`config.mk`:
```
export PLATFORM = sky130hd
export DESIGN_NAME = display_slot_scheduler_flat
export DESIGN_NICKNAME = d
export VERILOG_FILES = /design/src/rtl/display_slot_scheduler_pkg.sv /design/src/rtl/display_slot_scheduler_if.sv /design/src/rtl/display_slot_scheduler_timer.sv /design/src/rtl/display_slot_scheduler.sv /design/src/flat_wrapper.sv
export SDC_FILE = /design/constraint.sdc
export NUM_CORES = 1
export LEC_CHECK = 0
export CAP_MARGIN = 20
export CORE_UTILIZATION = 35
export DETAILED_ROUTE_END_ITERATION = 12
export PLACE_DENSITY = 0.67
export SLEW_MARGIN = 10
export SYNTH_ARGS = -nofsm -noshare
export SYNTH_HDL_FRONTEND = slang
export SYNTH_SLANG_ARGS = --single-unit
```
`constraint.sdc`:
```
create_clock -name clock_50 -period 2.4 [get_ports clock_50]
set_input_delay 0.24 -clock clock_50 [delete_from_list [all_inputs] [get_ports clock_50]]
set_output_delay 0.24 -clock clock_50 [all_outputs]
set_load 0.01 [all_outputs]
```
`src/rtl/display_slot_scheduler_pkg.sv`:
```
// display_pkg: shared definitions for the display slot scheduler.
//   - FSM state encoding
//   - default VGA / slot counter widths
//   - default slot lengths for the map and character renderers
package display_pkg;

  typedef enum logic [1:0] {
    ST_IDLE = 2'd0,
    ST_RUN  = 2'd1,
    ST_GAP  = 2'd2
  } state_t;

  localparam int DEF_X_W       = 8;
  localparam int DEF_Y_W       = 8;
  localparam int DEF_COLOR_W   = 3;
  localparam int DEF_SLOT_W    = 15;

  localparam int MAP_SLOT_LEN  = 11025;
  localparam int CHAR_SLOT_LEN = 101;

endpackage

```
`src/rtl/display_slot_scheduler_if.sv`:
```
// display_slot_scheduler_if: bundle of the per-source plot streams, the
// run enable, the grant/start controls and the shared VGA plot port.
//   master : the scheduler (consumes source streams, drives grants and VGA)
//   slave  : the environment (sources, game logic, VGA adapter)
interface display_slot_scheduler_if #(
  parameter int N_SRC   = 2,
  parameter int X_W     = 8,
  parameter int Y_W     = 8,
  parameter int COLOR_W = 3
);
  logic                     en;
  logic [N_SRC-1:0]         src_plot;
  logic [N_SRC*X_W-1:0]     src_x;
  logic [N_SRC*Y_W-1:0]     src_y;
  logic [N_SRC*COLOR_W-1:0] src_color;
  logic [N_SRC-1:0]         src_done;
  logic [N_SRC-1:0]         src_grant;
  logic [N_SRC-1:0]         src_start;
  logic                     vga_plot;
  logic [X_W-1:0]           vga_x;
  logic [Y_W-1:0]           vga_y;
  logic [COLOR_W-1:0]       vga_color;
  logic                     is_display_running;
  logic                     frame_done;

  modport master (
    input  en, src_plot, src_x, src_y, src_color, src_done,
    output src_grant, src_start, vga_plot, vga_x, vga_y, vga_color,
           is_display_running, frame_done
  );

  modport slave (
    output en, src_plot, src_x, src_y, src_color, src_done,
    input  src_grant, src_start, vga_plot, vga_x, vga_y, vga_color,
           is_display_running, frame_done
  );
endinterface

```
`src/rtl/display_slot_scheduler_timer.sv`:
```
// display_slot_timer: per-slot cycle counter and end-of-slot detection.
// Ports:
//   clock_50, reset : clock and synchronous active-high reset
//   run             : scheduler is in RUN; counter is held at 0 otherwise
//   idx             : index of the slot currently being timed
//   src_done        : per-source "work finished" levels
//   slot_end        : current cycle is the last one of slot idx
// Optional feature: DISPLAY_SCHED_EARLY_ADVANCE_EN lets src_done[idx] end
// the slot early; without it src_done is ignored.
module display_slot_timer #(
  parameter int                      N_SRC     = 2,
  parameter int                      SLOT_W    = 15,
  parameter int                      IDX_W     = 1,
  parameter logic [N_SRC*SLOT_W-1:0] SLOT_LENS = '0
)(
  input  logic             clock_50,
  input  logic             reset,
  input  logic             run,
  input  logic [IDX_W-1:0] idx,
  input  logic [N_SRC-1:0] src_done,
  output logic             slot_end
);

  logic [SLOT_W-1:0] cnt;
  logic [SLOT_W-1:0] len;
  logic [SLOT_W-1:0] last_cnt;
  logic              len_hit;

  assign len      = SLOT_LENS[idx*SLOT_W +: SLOT_W];
  // A zero length behaves as a one-cycle slot.
  assign last_cnt = (len == '0) ? '0 : len - 1'b1;
  assign len_hit  = (cnt == last_cnt);

`ifdef DISPLAY_SCHED_EARLY_ADVANCE_EN
  // Either condition ends the slot; both together still give one advance.
  assign slot_end = run && (len_hit || src_done[idx]);
`else
  logic unused_src_done;
  assign unused_src_done = ^src_done;
  assign slot_end        = run && len_hit;
`endif

  // Counter restarts at 0 on every new slot and whenever not running,
  // so entry into RUN always begins at cnt=0.
  always_ff @(posedge clock_50) begin
    if (reset || !run || slot_end) cnt <= '0;
    else                           cnt <= cnt + 1'b1;
  end

endmodule

```
`src/rtl/display_slot_scheduler.sv`:
```
// display_slot_scheduler: time-slices one VGA plot port among N_SRC display
// sources. Each source owns a fixed-length slot per frame, in index order,
// followed by GAP_CYCLES idle cycles. The granted source's pixel stream is
// registered onto the VGA port with one cycle of latency.
// Ports:
//   clock_50, reset : clock and synchronous active-high reset
//   bus (master)    : en, src_plot/x/y/color/done in;
//                     src_grant, src_start, vga_plot/x/y/color,
//                     is_display_running, frame_done out
// Optional feature: DISPLAY_SCHED_EARLY_ADVANCE_EN (see display_slot_timer).
module display_slot_scheduler
  import display_pkg::*;
#(
  parameter int                      N_SRC      = 2,
  parameter int                      X_W        = DEF_X_W,
  parameter int                      Y_W        = DEF_Y_W,
  parameter int                      COLOR_W    = DEF_COLOR_W,
  parameter int                      SLOT_W     = DEF_SLOT_W,
  parameter logic [N_SRC*SLOT_W-1:0] SLOT_LENS  = {SLOT_W'(CHAR_SLOT_LEN),
                                                   SLOT_W'(MAP_SLOT_LEN)},
  parameter int                      GAP_CYCLES = 1
)(
  input  logic                      clock_50,
  input  logic                      reset,
  display_slot_scheduler_if.master  bus
);

  localparam int IDX_W = (N_SRC > 1) ? $clog2(N_SRC) : 1;
  localparam int GAP_W = (GAP_CYCLES > 1) ? $clog2(GAP_CYCLES) : 1;
  localparam logic [IDX_W-1:0] LAST_IDX = IDX_W'(N_SRC - 1);
  localparam logic [GAP_W-1:0] LAST_GAP = GAP_W'(GAP_CYCLES - 1);

  function automatic logic [N_SRC-1:0] onehot(input logic [IDX_W-1:0] i);
    return N_SRC'(1) << i;
  endfunction

  state_t             state;
  logic [IDX_W-1:0]   idx;
  logic [GAP_W-1:0]   gap_cnt;
  logic               slot_end;
  logic [N_SRC-1:0]   grant_r;
  logic [N_SRC-1:0]   start_r;
  logic               running_r;
  logic               frame_done_r;
  logic               vga_plot_r;
  logic [X_W-1:0]     vga_x_r;
  logic [Y_W-1:0]     vga_y_r;
  logic [COLOR_W-1:0] vga_color_r;

  display_slot_timer #(
    .N_SRC     (N_SRC),
    .SLOT_W    (SLOT_W),
    .IDX_W     (IDX_W),
    .SLOT_LENS (SLOT_LENS)
  ) u_timer (
    .clock_50 (clock_50),
    .reset    (reset),
    .run      (state == ST_RUN),
    .idx      (idx),
    .src_done (bus.src_done),
    .slot_end (slot_end)
  );

  // Grant/start/running/frame_done are set together with the transition
  // that creates them, so they line up exactly with the state they describe.
  always_ff @(posedge clock_50) begin
    if (reset) begin
      state        <= ST_IDLE;
      idx          <= '0;
      gap_cnt      <= '0;
      grant_r      <= '0;
      start_r      <= '0;
      running_r    <= 1'b0;
      frame_done_r <= 1'b0;
    end else begin
      start_r      <= '0;
      frame_done_r <= 1'b0;
      case (state)
        ST_IDLE: begin
          if (bus.en) begin
            state     <= ST_RUN;
            idx       <= '0;
            grant_r   <= onehot('0);
            start_r   <= onehot('0);
            running_r <= 1'b1;
          end
        end
        ST_RUN: begin
          if (slot_end) begin
            if (idx != LAST_IDX) begin
              idx     <= idx + 1'b1;
              grant_r <= onehot(idx + 1'b1);
              start_r <= onehot(idx + 1'b1);
            end else begin
              state        <= ST_GAP;
              gap_cnt      <= '0;
              grant_r      <= '0;
              running_r    <= 1'b0;
              frame_done_r <= (GAP_CYCLES == 1);
            end
          end
        end
        ST_GAP: begin
          if (gap_cnt == LAST_GAP) begin
            // en is only honoured here, so a dropped en lets the frame finish.
            if (bus.en) begin
              state     <= ST_RUN;
              idx       <= '0;
              grant_r   <= onehot('0);
              start_r   <= onehot('0);
              running_r <= 1'b1;
            end else begin
              state <= ST_IDLE;
              idx   <= '0;
            end
          end else begin
            gap_cnt      <= gap_cnt + 1'b1;
            frame_done_r <= (gap_cnt + 1'b1 == LAST_GAP);
          end
        end
        default: begin
          state     <= ST_IDLE;
          idx       <= '0;
          grant_r   <= '0;
          running_r <= 1'b0;
        end
      endcase
    end
  end

  // Output stage: one register between the granted source and the VGA port.
  always_ff @(posedge clock_50) begin
    if (reset || state != ST_RUN) begin
      vga_plot_r  <= 1'b0;
      vga_x_r     <= '0;
      vga_y_r     <= '0;
      vga_color_r <= '0;
    end else begin
      vga_plot_r  <= bus.src_plot[idx];
      vga_x_r     <= bus.src_x[idx*X_W +: X_W];
      vga_y_r     <= bus.src_y[idx*Y_W +: Y_W];
      vga_color_r <= bus.src_color[idx*COLOR_W +: COLOR_W];
    end
  end

  assign bus.src_grant          = grant_r;
  assign bus.src_start          = start_r;
  assign bus.is_display_running = running_r;
  assign bus.frame_done         = frame_done_r;
  assign bus.vga_plot           = vga_plot_r;
  assign bus.vga_x              = vga_x_r;
  assign bus.vga_y              = vga_y_r;
  assign bus.vga_color          = vga_color_r;

endmodule

```
`src/flat_wrapper.sv`:
```
// flat-port wrapper written by rule: the top's interface ports become plain ports
module display_slot_scheduler_flat import display_pkg::*;
#(
  parameter int                      N_SRC      = 2,
  parameter int                      X_W        = DEF_X_W,
  parameter int                      Y_W        = DEF_Y_W,
  parameter int                      COLOR_W    = DEF_COLOR_W,
  parameter int                      SLOT_W     = DEF_SLOT_W,
  parameter logic [N_SRC*SLOT_W-1:0] SLOT_LENS  = {SLOT_W'(CHAR_SLOT_LEN),
                                                   SLOT_W'(MAP_SLOT_LEN)},
  parameter int                      GAP_CYCLES = 1
)
  (clock_50, reset, bus_en, bus_src_plot, bus_src_x, bus_src_y, bus_src_color, bus_src_done, bus_src_grant, bus_src_start, bus_vga_plot, bus_vga_x, bus_vga_y, bus_vga_color, bus_is_display_running, bus_frame_done);
  display_slot_scheduler_if #(.N_SRC(N_SRC), .X_W(X_W), .Y_W(Y_W), .COLOR_W(COLOR_W)) bus_i ();
  input  logic clock_50;
  input  logic reset;
  input wire logic [$bits(bus_i.en)-1:0] bus_en;
  input wire logic [$bits(bus_i.src_plot)-1:0] bus_src_plot;
  input wire logic [$bits(bus_i.src_x)-1:0] bus_src_x;
  input wire logic [$bits(bus_i.src_y)-1:0] bus_src_y;
  input wire logic [$bits(bus_i.src_color)-1:0] bus_src_color;
  input wire logic [$bits(bus_i.src_done)-1:0] bus_src_done;
  output wire logic [$bits(bus_i.src_grant)-1:0] bus_src_grant;
  output wire logic [$bits(bus_i.src_start)-1:0] bus_src_start;
  output wire logic [$bits(bus_i.vga_plot)-1:0] bus_vga_plot;
  output wire logic [$bits(bus_i.vga_x)-1:0] bus_vga_x;
  output wire logic [$bits(bus_i.vga_y)-1:0] bus_vga_y;
  output wire logic [$bits(bus_i.vga_color)-1:0] bus_vga_color;
  output wire logic [$bits(bus_i.is_display_running)-1:0] bus_is_display_running;
  output wire logic [$bits(bus_i.frame_done)-1:0] bus_frame_done;
  assign bus_i.en = bus_en;
  assign bus_i.src_plot = bus_src_plot;
  assign bus_i.src_x = bus_src_x;
  assign bus_i.src_y = bus_src_y;
  assign bus_i.src_color = bus_src_color;
  assign bus_i.src_done = bus_src_done;
  assign bus_src_grant = bus_i.src_grant;
  assign bus_src_start = bus_i.src_start;
  assign bus_vga_plot = bus_i.vga_plot;
  assign bus_vga_x = bus_i.vga_x;
  assign bus_vga_y = bus_i.vga_y;
  assign bus_vga_color = bus_i.vga_color;
  assign bus_is_display_running = bus_i.is_display_running;
  assign bus_frame_done = bus_i.frame_done;
  display_slot_scheduler #(.N_SRC(N_SRC), .X_W(X_W), .Y_W(Y_W), .COLOR_W(COLOR_W), .SLOT_W(SLOT_W), .SLOT_LENS(SLOT_LENS), .GAP_CYCLES(GAP_CYCLES)) u_core (.clock_50(clock_50), .reset(reset), .bus(bus_i));
endmodule
```
Yosys cells after proc, flatten, opt, wreduce, memory -nomap -nowiden

Cells that the tools add are included.
W data, S select, Z words.

Register bits after elaboration: 45
Word-level logic and storage cells: 79

Add/sub/neg operators: 4
Multiply operators: 2
Order comparisons: 1
Equality and inequality tests: 8
Shift-type cells: 5
Mux-type cells: 33
Bitwise logic cells: 1
Reductions and logical operators: 13

Operator list:

| cell                       | number |
|---|---|
| $shiftx A16 B5 Y8          | 2 |
| $shiftx A30 B6 Y15 const A | 1 |
| $mux W2                    | 9 |
| $pmux W2 S3                | 3 |
| $mux W1                    | 16 |
| $add A15 B1 Y15 const B    | 1 |
| $eq A15 B15 Y1             | 1 |
| $logic_not A15 Y1          | 1 |
| $mux W15                   | 1 |
| $sub A15 B1 Y15 const B    | 1 |
| $reduce_and A3 Y1          | 3 |
| $ne A2 B1 Y1 const B       | 3 |
| $pmux W1 S3                | 2 |
| $shiftx A6 B4 Y3           | 1 |
| $mul A1 B4 Y5 const B      | 1 |
| $ne A2 B2 Y1 const B       | 2 |
| $pmux W1 S2                | 2 |
| $reduce_and A4 Y1          | 1 |
| $logic_or A1 B1 Y1         | 3 |
| $mul A1 B2 Y3 const B      | 1 |
| $add A1 B1 Y1 const B      | 2 |
| $eq A2 B1 Y1 const B       | 1 |
| $eq A2 B2 Y1 const B       | 1 |
| $logic_not A2 Y1           | 1 |
| 7 further kinds            | 7 |

Logic depth before layout (Yosys ltp)

Gate-level depths: netlist of the first run.

Depth in word-level cells: 8
Gate-level depth with buffers: 8
Mapped depth without buffers: 6

Modules after synthesis

Synthesis of the first run repeated with hierarchy kept, for this count alone.

Cell total of the unflattened synthesis: 202
Area, all modules: 1,918.1 um^2

Modules (own cells, without submodules):

| module                 | times used | cells each | area each (um^2) | seq. area each (um^2) |
|---|---|---|---|---|
| display_slot_scheduler | 1          | 113        | 1,169.9          | 580.6 |
| display_slot_timer     | 1          | 89         | 748.2            | 300.3 |

Least setup slack after synthesis of the first run

Ideal clock, no wire load.

Path kind: reg2reg
Start point: register u_core.idx
End point: register u_core.u_timer.cnt[2]
Data arrival time: 1,439 ps
Required time: 2,285 ps
Path slack: 847 ps
Stages on the path, launching flop included: 9
Buffers on the path: 3
Cells stage by stage: dfxtp_1 buf_2 nor4b_2 nand4_2 a21oi_4 or2_1 buf_6 buf_6 nor2_1

Word-level cells in the longest chain between the ends: 7
Elaborated cells between the ends (all ways): 8
Those cells by class: add/sub (1); mul (1); eq/ne (1); shift (1); mux (1); reduce/logical (3)

Ends and longest elaborated chain:

| item                                                 | RTL line                           | RTL |
|---|---|---|
| from (decl)                                          | display_slot_scheduler.sv:38       | `logic [IDX_W-1:0] idx;` |
| from (signal assigned)                               | display_slot_scheduler.sv:91       | `idx <= idx + 1'b1;` |
| $mul A1 B4 Y5 (*)                                    | display_slot_scheduler_timer.sv:29 | `assign len = SLOT_LENS[idx*SLOT_W +: SLOT_W];` |
| $shiftx A30 B6 Y15 (*)                               | display_slot_scheduler_timer.sv:29 |  |
| $sub A15 B1 Y15 or $logic_not A15 Y1 (tied branches) | display_slot_scheduler_timer.sv:31 | `assign last_cnt = (len == '0) ? '0 : len - 1'b1;` |
| $mux W15 (*)                                         | display_slot_scheduler_timer.sv:31 |  |
| $eq A15 B15 Y1 (*)                                   | display_slot_scheduler_timer.sv:32 | `assign len_hit = (cnt == last_cnt);` |
| $logic_and A1 B1 Y1 (*)                              | display_slot_scheduler_timer.sv:40 | `assign slot_end = run && len_hit;` |
| $logic_or A1 B1 Y1 (*)                               | display_slot_scheduler_timer.sv:46 | `if (reset \|\| !run \|\| slot_end) cnt <= '0;` |
| to (signal assigned)                                 | display_slot_scheduler_timer.sv:47 | `else cnt <= cnt + 1'b1;` |
| to (decl)                                            | display_slot_scheduler_timer.sv:24 | `logic [SLOT_W-1:0] cnt;` |

Mark *: on every way between the ends. The rest lies on a longest branch, timed or not.
A chain may end at the register's enable or synchronous reset.

Final worst setup path of the first run

Start point: register u_core.u_timer.cnt[2]
End point: register u_core.u_timer.cnt[3]

Word-level cells in the longest chain between the ends: 3
Elaborated cells between the ends (all ways): 4
Those cells by class: add/sub (1); eq/ne (1); reduce/logical (2)

Ends and longest elaborated chain:

| item |
|---|
| parallel branches: the longest is 3 deep, another holds $add A15 B1 Y15 |

Parallel ways; which one is timed is not known.

==> results.sh, run 1 <==
export IMPL_status="finished clean"
export IMPL_async_flop_share=0
export IMPL_critical_path_peak_fanout=15
export IMPL_number_of_unique_standard_cell_types_used_by_synthesis=37
export IMPL_initial_utilization=0.364
export IMPL_grt_first_pass_wirelength_mm=6.45
export IMPL_first_iter_violations=18
export IMPL_nNetsFinal=312
export IMPL_rr_endpoint="u_core.u_timer.cnt[3]$_SDFF_PP0_"
export IMPL_arrival_time_at_the_worst_endpoint_ns=2.11
export IMPL_crit_path_cell_trace="nor3b_1, nand4_2, a21oi_4, or2_1, nor2_1"
export IMPL_final_period_utilization=0.811
export IMPL_holdWs_ns=0.478
export IMPL_synth_edff_count=0
export IMPL_cts_repair_timing_setup_buffer_count=0
export IMPL_synth_nets=245
export IMPL_globalRouteMet2Util=0.244
export IMPL_antenna_cells_inserted=0
export IMPL_timing_worst_setup_path_type="reg2reg"
export IMPL_ctsHoldBuffers=0
export IMPL_cts_root_buffer_cell="clkbuf_8"
export IMPL_routed_via_density=4.53
export IMPL_cp_required_ns=2.57
export IMPL_floorplan_io_pins=71
export IMPL_worst_path_max_delay_cell="or2_1"
export IMPL_grt_busiest_layer="met2"
export IMPL_via_count=1500
export IMPL_vdd_ir_drop_max_mv=0.335
export IMPL_worst_path_largest_cell_delay_ns=0.49
export IMPL_synth_warnings=0
export IMPL_synth_largest_area_cell="dfxtp_1"
export IMPL_final_min_period_ns=1.95
export IMPL_number_of_global_route_vias_before_repair=1386
export IMPL_areaGrowthSynthToFinish_pct=45.9
export IMPL_final_max_slew_viol_count=0
export IMPL_fillerInstances=483
export IMPL_ranking_of_synthesized_cells_by_area="dfxtp_1, mux2i_1, nor2_1, ha_1, xor2_1"
export IMPL_dpl_cell_area_sq_um=2590
export IMPL_detail_route_first_pass_iterations=4
export IMPL_rr_worst_depth=5
export IMPL_hold_path_startpoint="u_core.bus.src_grant[0]$_SDFFE_PP0P_"
export IMPL_postCtsResizedCells=0
export IMPL_synth_cells=193
export IMPL_grt_use_met1=0.198
export IMPL_netlist_area_leader_share=0.473
export IMPL_tritoncts_clock_tree="yes"
export IMPL_worst_slew_pin_slew_ns=0.557
export IMPL_grt_antenna_before_repair=0
export IMPL_postSynthRegisterBits=44
export IMPL_fmax_mhz=514
export IMPL_place_worst_setup_slack_ns=0.443
export IMPL_met3_resource_use_gr=0.0361
export IMPL_clock_latency_ns=0.29
export IMPL_yosys_most_used_dff="dfxtp_1"
export IMPL_rows=26
export IMPL_clock_tree_buffer_depth=2
export IMPL_setup_worst_path_start_class="flop"
export IMPL_postRouteWirelength_mm=3.96
export IMPL_remaining_drc_errors=0
export IMPL_hold_path_cell_count=2
export IMPL_postLayoutCellArea_sq_um=2720
export IMPL_hold_path_class="reg2reg"
export IMPL_rsz0062_at_grt="no"
export IMPL_port_buffer_count=68
export IMPL_tritoncts_num_buffers=5
export IMPL_antenna_violating_nets_post_route=0
export IMPL_grt_overflow_total=0
export IMPL_die_x_microns=74.9
export IMPL_power_per_cell_area_nw_per_um2=711
export IMPL_clock_skew_final_ns=0.00738
export IMPL_holdPathEnd="u_core.bus.src_grant[0]$_SDFFE_PP0P_"
export IMPL_post_dp_hpwl_mm=2.96
export IMPL_grt_max_degree=24
export IMPL_final_critical_path_setup_slack_ns=0.454
export IMPL_worst_slew_margin_rel=0.629
export IMPL_crit_reg2reg_launch="u_core.u_timer.cnt[2]$_SDFF_PP0_"
export IMPL_worst_r2r_setup_slack_ns=0.45
export IMPL_power_static_leakage_nw=0.952
export IMPL_cap_viol_max_count=0
export IMPL_die_area_sq_um=5610
export IMPL_chipHeight_microns=74.9
export IMPL_drive_gt1_frac=0.0613
export IMPL_setup_worst_path_end_class="flop"
export IMPL_syn_mean_instance_area_sq_um=9.64
export IMPL_cts_sink_count=44
export IMPL_gpl_final_weighted_congestion=0.790
export IMPL_clock_edge_transition_at_the_registers_on_the_reported_setup_and_hold_paths_ns=0.09
export IMPL_syn_area_sq_um=1860
export IMPL_wire_per_inst_microns=12.0
export IMPL_finalSetupTns_ns=0
export IMPL_seq_area_frac_synth=0.473
export IMPL_core_area_sq_um=5110
export IMPL_timing_final_setup_violations=0
export IMPL_report_final_hold_viol_count=0
export IMPL_cts_max_level=2
export IMPL_globalRouteTotalUtil=0.152
==> metrics by stage <==
| step | cells | total power, W | utilization |
|---|---|---|---|
| after global placement | 323 | 0.00133 | 0.507 |
| after global routing | 331 | 0.00206 | 0.532 |
| final | 331 | 0.00193 | 0.532 |
| after detailed placement | 323 | 0.00134 | 0.507 |
| after CTS | 331 | 0.00196 | 0.532 |
| after floorplan | 193 | 0.00111 | - |
==> sequential cells by signal (all words and copies together), names as in the netlist <==
signal,cells
u_core.idx,1
u_core.bus.vga_color,3
u_core.bus.src_grant,2
u_core.bus.vga_plot,1
u_core.bus.src_start,2
u_core.bus.frame_done,1
u_core.bus.vga_x,8
u_core.u_timer.cnt,15
u_core.state,2
u_core.bus.vga_y,8
u_core.bus.is_display_running,1
==> critical path, delay by kind of cell, from the launching register on <==
| family | cells | cell delay [ns] |
|---|---|---|
| AND/OR/NAND/NOR | 4 | 1.11 |
| flip-flops | 1 | 0.45 |
| AO/OA/AOI/OAI | 1 | 0.25 |
==> placed cells by master (no fill, tap or decap), types with 2 or more instances in the layout <==
| cell | count |
|---|---|
| clkdlybuf4s50_1 | 68 |
| dfxtp_1 | 44 |
| nor2_1 | 42 |
| mux2i_1 | 20 |
| inv_1 | 9 |
| xor2_1 | 8 |
| nand3_1 | 7 |
| ha_1 | 7 |
| clkbuf_8 | 7 |
| nand2_1 | 5 |
| xnor2_1 | 5 |
| nand4_1 | 4 |
| a21oi_1 | 4 |
| nand2b_1 | 3 |
| nor4_1 | 3 |
| nor3b_1 | 2 |
| nor4b_1 | 2 |
| buf_4 | 2 |
==> worst max path at each step <==
stage | start | to | slack, ns | cells past startpoint
after global routing | u_core.u_timer.cnt[3]$_SDFF_PP0_ | u_core.u_timer.cnt[3]$_SDFF_PP0_ | 0.28 | 5
after CTS | u_core.u_timer.cnt[2]$_SDFF_PP0_ | u_core.u_timer.cnt[3]$_SDFF_PP0_ | 0.43 | 5
after detailed placement | u_core.u_timer.cnt[2]$_SDFF_PP0_ | u_core.u_timer.cnt[3]$_SDFF_PP0_ | 0.44 | 5
final | u_core.u_timer.cnt[2]$_SDFF_PP0_ | u_core.u_timer.cnt[3]$_SDFF_PP0_ | 0.45 | 5
after global placement | u_core.u_timer.cnt[2]$_SDFF_PP0_ | u_core.u_timer.cnt[9]$_SDFF_PP0_ | 0.50 | 5
after floorplan | u_core.idx$_SDFFE_PP0P_ | u_core.u_timer.cnt[2]$_SDFF_PP0_ | 0.85 | 8
==> power breakdown <==
part	internal [W]	leakage [nW]	switching (W)
sequential	0.000806	0.357	0.0000326
combinational	0.000243	0.531	0.000235
clock	0.000367	0.0645	0.000247
==> layout make-up <==
type / count / area [sq um] / area share
multi-input combinational: 130 / 891 / 0.328
inverter: 9 / 33.8 / 0.0124
clock inverter: 1 / 30.0 / 0.0111
tap: 70 / 87.6 / 0.0323
clock buffer: 7 / 96.3 / 0.0355
timing repair buffer: 70 / 696 / 0.256
sequential: 44 / 881 / 0.324
==> cell usage after synthesis, types with 2 or more instances <==
library cell,count
nor2_1,42
buf_1,2
buf_6,2
nor4_1,3
inv_1,9
nand4_1,4
clkbuf_1,4
buf_2,2
a21oi_1,4
dfxtp_1,44
nor3b_1,2
nand2b_1,3
mux2i_1,20
xnor2_1,5
nand2_1,5
nor4b_1,2
nand3_1,7
xor2_1,8
ha_1,7
==> cells by family after synthesis <==
kind of cell               Yosys count  synth area share
and+or+nand+nor                     76             0.203
DFF                                 44             0.473
muxes                               20             0.108
buffers and inverters               19            0.0477
AOI/OAI and AO/OA                   14            0.0599
xor gates and xnor gates            13            0.0612
adders and majority gates            7            0.0471
==> per-layer routing <==
metal,wire [microns],up-vias,part of all wire
met2,1980,26,0.50
met1,1820,689,0.46
met4,48,0,0.012
met3,125,5,0.032
li1,-,780,-
met5,0,-,0
Note: power is estimated with default switching activity, not from simulation.
==> run 2: changes to the inputs <==
Settings changed: PLACE_DENSITY 0.67 to 0.7.
Clock period 2.4 ns to 1.65 ns, I/O delays scaled along.
==> run 2 against run 1 <==
  * Critical path depth up 1
  * Global-route usage down 1.3 points
  * Via count up 2.5%
  * Non-clock buffer count up 10
  * Register-to-register slack worse by 0.38 ns
  * Maximum frequency up 24%
  * Hold slack worse by 0.015 ns
  * Power up 48%
  * Count of clock-buffer cells in the layout down 1
  * Wire length down 3.8%
==> results.sh, run 2 (same netlist as run 1, synthesis figures left out) <==
export IMPL_critPathLaunch="u_core.u_timer.cnt[8]$_SDFF_PP0_"
export IMPL_remaining_drc_errors=0
export IMPL_routed_via_density=4.51
export IMPL_fmax_mhz=635
export IMPL_globalRouteTotalUtil=0.139
export IMPL_final_critical_path_setup_slack_ns=0.0758
export IMPL_crit_path_end="u_core.u_timer.cnt[2]$_SDFF_PP0_"
export IMPL_cts_max_level=2
export IMPL_number_of_global_route_vias_before_repair=1308
export IMPL_crit_reg2reg_launch="u_core.u_timer.cnt[8]$_SDFF_PP0_"
export IMPL_worst_r2r_setup_slack_ns=0.08
export IMPL_clock_tree_buffer_depth=2
export IMPL_switching_share=0.271
export IMPL_power_report_internal_total_w=0.00208
export IMPL_hold_path_class="in2reg"
export IMPL_power_w=0.00285
export IMPL_post_dp_hpwl_mm=2.82
export IMPL_grt_first_pass_wirelength_mm=5.88
export IMPL_die_x_microns=74.9
export IMPL_gpl_final_weighted_congestion=0.813
export IMPL_port_buffer_count=68
export IMPL_clock_latency_ns=0.30
export IMPL_detail_route_first_pass_iterations=4
export IMPL_sequentialPowerShare=0.427
export IMPL_rr_worst_depth=6
export IMPL_rr_endpoint="u_core.u_timer.cnt[2]$_SDFF_PP0_"
export IMPL_worst_slew_pin_slew_ns=0.412
export IMPL_postCtsResizedCells=0
export IMPL_drive_gt1_frac=0.107
export IMPL_report_final_hold_viol_count=0
export IMPL_ctsHoldBuffers=0
export IMPL_timing_final_setup_violations=0
export IMPL_first_iter_violations=22
export IMPL_timing_worst_setup_path_type="reg2reg"
export IMPL_vdd_ir_drop_max_mv=0.484
export IMPL_grt_antenna_before_repair=0
export IMPL_hold_path_cell_count=3
export IMPL_antenna_violating_nets_post_route=0
export IMPL_postRouteWirelength_mm=3.82
export IMPL_clock_skew_final_ns=0.00582
export IMPL_largest_register_ffs=15
export IMPL_rsz0062_at_grt="yes"
export IMPL_clock_edge_transition_at_the_registers_on_the_reported_setup_and_hold_paths_ns=0.08
export IMPL_power_static_leakage_nw=1.02
export IMPL_cts_root_buffer_cell="clkbuf_8"
export IMPL_power_share_clock=0.304
export IMPL_core_area_sq_um=5110
export IMPL_final_common_cell="clkdlybuf4s50_1"
export IMPL_die_area_sq_um=5610
export IMPL_place_worst_setup_slack_ns=0.0419
export IMPL_cp_required_ns=1.84
export IMPL_cts_repair_timing_setup_buffer_count=0
export IMPL_post_layout_nonfiller_instances=341
export IMPL_most_common_layout_cells="clkdlybuf4s50_1, dfxtp_1, nor2_1, mux2i_1, buf_4"
export IMPL_wire_per_inst_microns=11.2
export IMPL_switchingPower_w=0.000774
export IMPL_grt_max_degree=24
export IMPL_finalSetupTns_ns=0
export IMPL_final_period_utilization=0.954
export IMPL_grt_overflow_total=0
export IMPL_floorplan_io_pins=71
export IMPL_initial_utilization=0.364
export IMPL_regMostFlops="u_core.u_timer.cnt"
export IMPL_chipHeight_microns=74.9
export IMPL_setup_worst_path_end_class="flop"
export IMPL_postLayoutCellArea_sq_um=2840
export IMPL_rows=26
export IMPL_power_per_cell_area_nw_per_um2=1000
export IMPL_setup_worst_path_start_class="flop"
export IMPL_final_max_slew_viol_count=0
export IMPL_power_frac_comb=0.269
export IMPL_nNetsFinal=322
export IMPL_worst_slew_margin_rel=0.723
export IMPL_areaGrowthSynthToFinish_pct=52.7
export IMPL_dpl_cell_area_sq_um=2690
export IMPL_critical_path_peak_fanout=15
export IMPL_tritoncts_clock_tree="yes"
export IMPL_final_min_period_ns=1.57
export IMPL_cts_sink_count=44
export IMPL_tritoncts_num_buffers=5
export IMPL_post_place_cells=333
export IMPL_status="finished clean"
export IMPL_antenna_cells_inserted=0
export IMPL_via_count=1538
export IMPL_fillerInstances=466
export IMPL_arrival_time_at_the_worst_endpoint_ns=1.77
export IMPL_cap_viol_max_count=0
[run 2: worst min-delay path by stage]
stage	start	endpoint	slack, ns
floorplan	bus_src_color[0]	u_core.bus.vga_color[0]$_SDFF_PP0_	0.31
global placement	u_core.u_timer.cnt[0]$_SDFF_PP0_	u_core.u_timer.cnt[0]$_SDFF_PP0_	0.46
detailed placement	u_core.bus.src_grant[0]$_SDFFE_PP0P_	u_core.bus.src_grant[0]$_SDFFE_PP0P_	0.46
CTS	bus_src_color[1]	u_core.bus.vga_color[1]$_SDFF_PP0_	0.46
global route	bus_src_y[4]	u_core.bus.vga_y[4]$_SDFF_PP0_	0.46
finish	bus_src_color[1]	u_core.bus.vga_color[1]$_SDFF_PP0_	0.46
[run 2: metrics by stage]
stage	utilization	hold WS (ns)
after CTS	0.550	0.458
after detailed placement	0.526	0.463
after floorplan	-	0.309
after global placement	0.526	0.458
final	0.556	0.463
after global routing	0.556	0.463
[run 2: cell type report]
cell class | count | area, sq um | share of cell area
tap | 70 | 87.6 | 0.0308
timing repair buffer | 80 | 796 | 0.280
sequential | 44 | 882 | 0.311
clock inverter | 2 | 38.8 | 0.0137
clock buffer | 6 | 82.6 | 0.0291
inverter | 9 | 33.8 | 0.0119
multi-input combinational | 130 | 920 | 0.324
[run 2: layer usage]
layer / part of all wire / global-route usage
met5: 0 / 0
met4: 0.018 / 0.0629
met3: 0.036 / 0.0361
met2: 0.50 / 0.218
met1: 0.45 / 0.179
[run 2: worst max-delay path, stage by stage (launching register included)]
cell      delay (ns)
dfxtp_1         0.44
and4bb_2        0.25
nand4_1         0.15
a21oi_4         0.25
or2_1           0.18
buf_12          0.15
nor2_1          0.05
[run 2: power groups by stage]
| stage | Clock (W) | Combinational (W) | Sequential, W |
|---|---|---|---|
| after floorplan | 0 | 0.000324 | 0.00129 |
| after global placement | 0 | 0.000748 | 0.00124 |
| after detailed placement | 0 | 0.000754 | 0.00125 |
| after CTS | 0.000893 | 0.000757 | 0.00122 |
| after global routing | 0.000940 | 0.000847 | 0.00124 |
| final | 0.000867 | 0.000768 | 0.00122 |
==> run 3: changes to the inputs <==
Settings changed: CORE_MARGIN set to 10, HOLD_SLACK_MARGIN set to 0.08, PLACE_DENSITY 0.7 to 0.69, SYNTH_HIERARCHICAL set to 1.
==> run 3 against run 2 <==
  * The flow now finishes with violations (negative setup slack)
  * Non-clock buffer count grew 22
  * Cell area grew 6.3%
  * Die area increased by 58%
  * Clock power shrank 6.2%
  * Critical path depth stayed put
  * Hold slack improved by 0.0092 ns
  * Sequential share of layout area decreased by 1.9 points
  * Synthesized area rose by 3.1%
  * Worst setup slack got worse by 0.47 ns
  * Critical path type unchanged
==> results.sh, run 3 <==
export IMPL_setup_worst_path_end_class="flop"
export IMPL_globalRouteTotalUtil=0.113
export IMPL_rows=26
export IMPL_post_dp_hpwl_mm=3.91
export IMPL_syn_mean_instance_area_sq_um=9.50
export IMPL_finalSetupTns_ns=-3.38
export IMPL_power_static_leakage_nw=1.08
export IMPL_routed_via_density=4.57
export IMPL_grt_max_degree=22
export IMPL_tritoncts_clock_tree="yes"
export IMPL_nNetsFinal=355
export IMPL_most_common_layout_cells="clkdlybuf4s50_1, dfxtp_1, nor2_1, buf_4, mux2i_1"
export IMPL_multi_input_area_sq_um=966
export IMPL_netlist_area_leader_share=0.459
export IMPL_detail_route_first_pass_iterations=6
export IMPL_worst_r2r_setup_slack_ns=-0.40
export IMPL_cts_root_buffer_cell="clkbuf_8"
export IMPL_antenna_violating_nets_post_route=0
export IMPL_syn_area_sq_um=1920
export IMPL_regMostFlops="u_core/u_timer/cnt"
export IMPL_timing_final_setup_violations=19
export IMPL_clock_edge_transition_at_the_registers_on_the_reported_setup_and_hold_paths_ns=0.08
export IMPL_cap_viol_max_count=0
export IMPL_worstPathBufferInverterCount=0
export IMPL_arrival_time_at_the_worst_endpoint_ns=2.27
export IMPL_dpl_cell_area_sq_um=2850
export IMPL_final_period_utilization=1.24
export IMPL_die_x_microns=94.0
export IMPL_chipHeight_microns=94.0
export IMPL_synth_cells=202
export IMPL_cts_max_level=2
export IMPL_status="complete, but fails checks"
export IMPL_worst_path_max_delay_cell="or4_1"
export IMPL_worst_slew_pin_slew_ns=0.450
export IMPL_synth_warnings=6
export IMPL_hold_path_class="in2reg"
export IMPL_worst_path_largest_cell_delay_ns=0.54
export IMPL_crit_reg2reg_launch="u_core/u_timer/cnt[6]$_SDFF_PP0_"
export IMPL_number_of_global_route_vias_before_repair=1742
export IMPL_grt_antenna_before_repair=0
export IMPL_cp_required_ns=1.87
export IMPL_hold_path_startpoint="bus_src_x[3]"
export IMPL_initial_utilization=0.369
export IMPL_areaGrowthSynthToFinish_pct=57.4
export IMPL_postSynthRegisterBits=44
export IMPL_failed_checks="negative setup slack"
export IMPL_grt_first_pass_wirelength_mm=8.09
export IMPL_synth_nets=255
export IMPL_fillerInstances=466
export IMPL_die_area_sq_um=8840
export IMPL_setup_worst_path_start_class="flop"
export IMPL_remaining_drc_errors=0
export IMPL_gpl_final_weighted_congestion=0.772
export IMPL_postRouteWirelength_mm=4.99
export IMPL_ctsHoldBuffers=0
export IMPL_largest_register_ffs=15
export IMPL_first_iter_violations=93
export IMPL_report_final_hold_viol_count=0
export IMPL_post_layout_nonfiller_instances=373
export IMPL_clock_tree_buffer_depth=2
export IMPL_async_flop_share=0
export IMPL_postLayoutCellArea_sq_um=3020
export IMPL_yosys_most_used_dff="dfxtp_1"
export IMPL_worst_slew_margin_rel=0.699
export IMPL_via_count=1705
export IMPL_synthMostInstantiatedCell="dfxtp_1"
export IMPL_timing_worst_setup_path_type="reg2reg"
export IMPL_rsz0062_at_grt="yes"
export IMPL_drive_gt1_frac=0.172
export IMPL_final_common_cell="clkdlybuf4s50_1"
export IMPL_layout_area_seq_sq_um=881
export IMPL_cts_sink_count=44
export IMPL_power_per_cell_area_nw_per_um2=780
export IMPL_clock_skew_final_ns=0.00736
export IMPL_ranking_of_synthesized_cells_by_area="dfxtp_1, mux2i_1, nor2_1, ha_1, xnor2_1"
export IMPL_cell_family_with_most_cp_delay="simple AND/OR/NAND/NOR gates"
export IMPL_port_buffer_count=68
export IMPL_crit_path_cell_trace="or4b_1, o22a_1, nor3_2, nor2b_1, or4_1, a21oi_2"
export IMPL_seq_area_frac_synth=0.459
export IMPL_grt_overflow_total=0
export IMPL_fmax_mhz=488
export IMPL_place_worst_setup_slack_ns=-0.334
export IMPL_synth_edff_count=0
export IMPL_core_area_sq_um=5200
export IMPL_synth_largest_area_cell="dfxtp_1"
export IMPL_floorplan_io_pins=71
export IMPL_critPathLaunch="u_core/u_timer/cnt[6]$_SDFF_PP0_"
export IMPL_most_used_standard_cells_in_the_synthesized_netlist="dfxtp_1, nor2_1, mux2i_1"
export IMPL_final_critical_path_setup_slack_ns=-0.398
export IMPL_final_min_period_ns=2.05
export IMPL_final_max_slew_viol_count=0
export IMPL_post_place_cells=360
export IMPL_vdd_ir_drop_max_mv=0.816
export IMPL_final_core_utilization=0.580
export IMPL_number_of_unique_standard_cell_types_used_by_synthesis=32
export IMPL_wire_per_inst_microns=13.4
export IMPL_critical_path_peak_fanout=3
export IMPL_tritoncts_num_buffers=5
export IMPL_antenna_cells_inserted=0
export IMPL_clock_latency_ns=0.29
run 3: path summary, 6_finish.rpt:
path / end / cells past startpoint
setup reg to reg: u_core/bus.src_grant[0]$_SDFFE_PP0P_ / 6
setup / recovery: u_core/bus.src_grant[0]$_SDFFE_PP0P_ / 6
hold / removal: u_core/bus.vga_x[3]$_SDFF_PP0_ / 3
hold reg to reg: u_core/bus.src_grant[1]$_SDFFE_PP0P_ / 2
run 3: cell families after synthesis:
family | count (synthesis) | synth area share
adder cells (fa/ha/maj) | 8 | 0.0522
multiplexers | 20 | 0.104
XOR/XNOR | 12 | 0.0548
buffers and inverters | 19 | 0.0522
flip-flops | 44 | 0.459
AND/OR/NAND/NOR | 82 | 0.209
AO/OA/AOI/OAI | 17 | 0.0685
run 3: power by group:
| part | internal, W | total (W) | switching, W |
|---|---|---|---|
| Sequential | 0.00110 | 0.00111 | 0.0000145 |
| Clock | 0.000448 | 0.000813 | 0.000365 |
| Combinational | 0.000250 | 0.000428 | 0.000178 |
run 3: layout make-up:
cell class / count / area share
clock buffer: 5 / 0.0228
clock inverter: 3 / 0.0141
inverter: 10 / 0.0124
multi-input combinational: 139 / 0.320
sequential: 44 / 0.292
tap: 70 / 0.0290
timing repair buffer: 102 / 0.310
run 3: timing repair:
item	4_1_cts	5_1_grt
pin swaps	3	1
resized for setup	2	4
cloned	0	0
endpoints found under the setup margin	17	20
setup buffers	3	2
run 3: worst min-delay path, stage by stage:
cell and delay [ns]:
clkdlybuf4s50_1 0.39, mux2i_1 0.12, nor2_1 0.05
run 3: metal layers:
metal	GRT usage	vias to the layer above	routed length (microns)
met2	0.190	42	2540
met4	0.0468	0	91
li1	-	891	-
met3	0.0368	7	313
met1	0.128	765	2040
met5	0	-	0
run 3: stage by stage:
stage	hold WS, ns	total power [W]
after global placement	0.465	0.00154
after floorplan	0.309	0.00133
after global routing	0.470	0.00247
final	0.472	0.00236
after CTS	0.468	0.00237
after detailed placement	0.475	0.00155
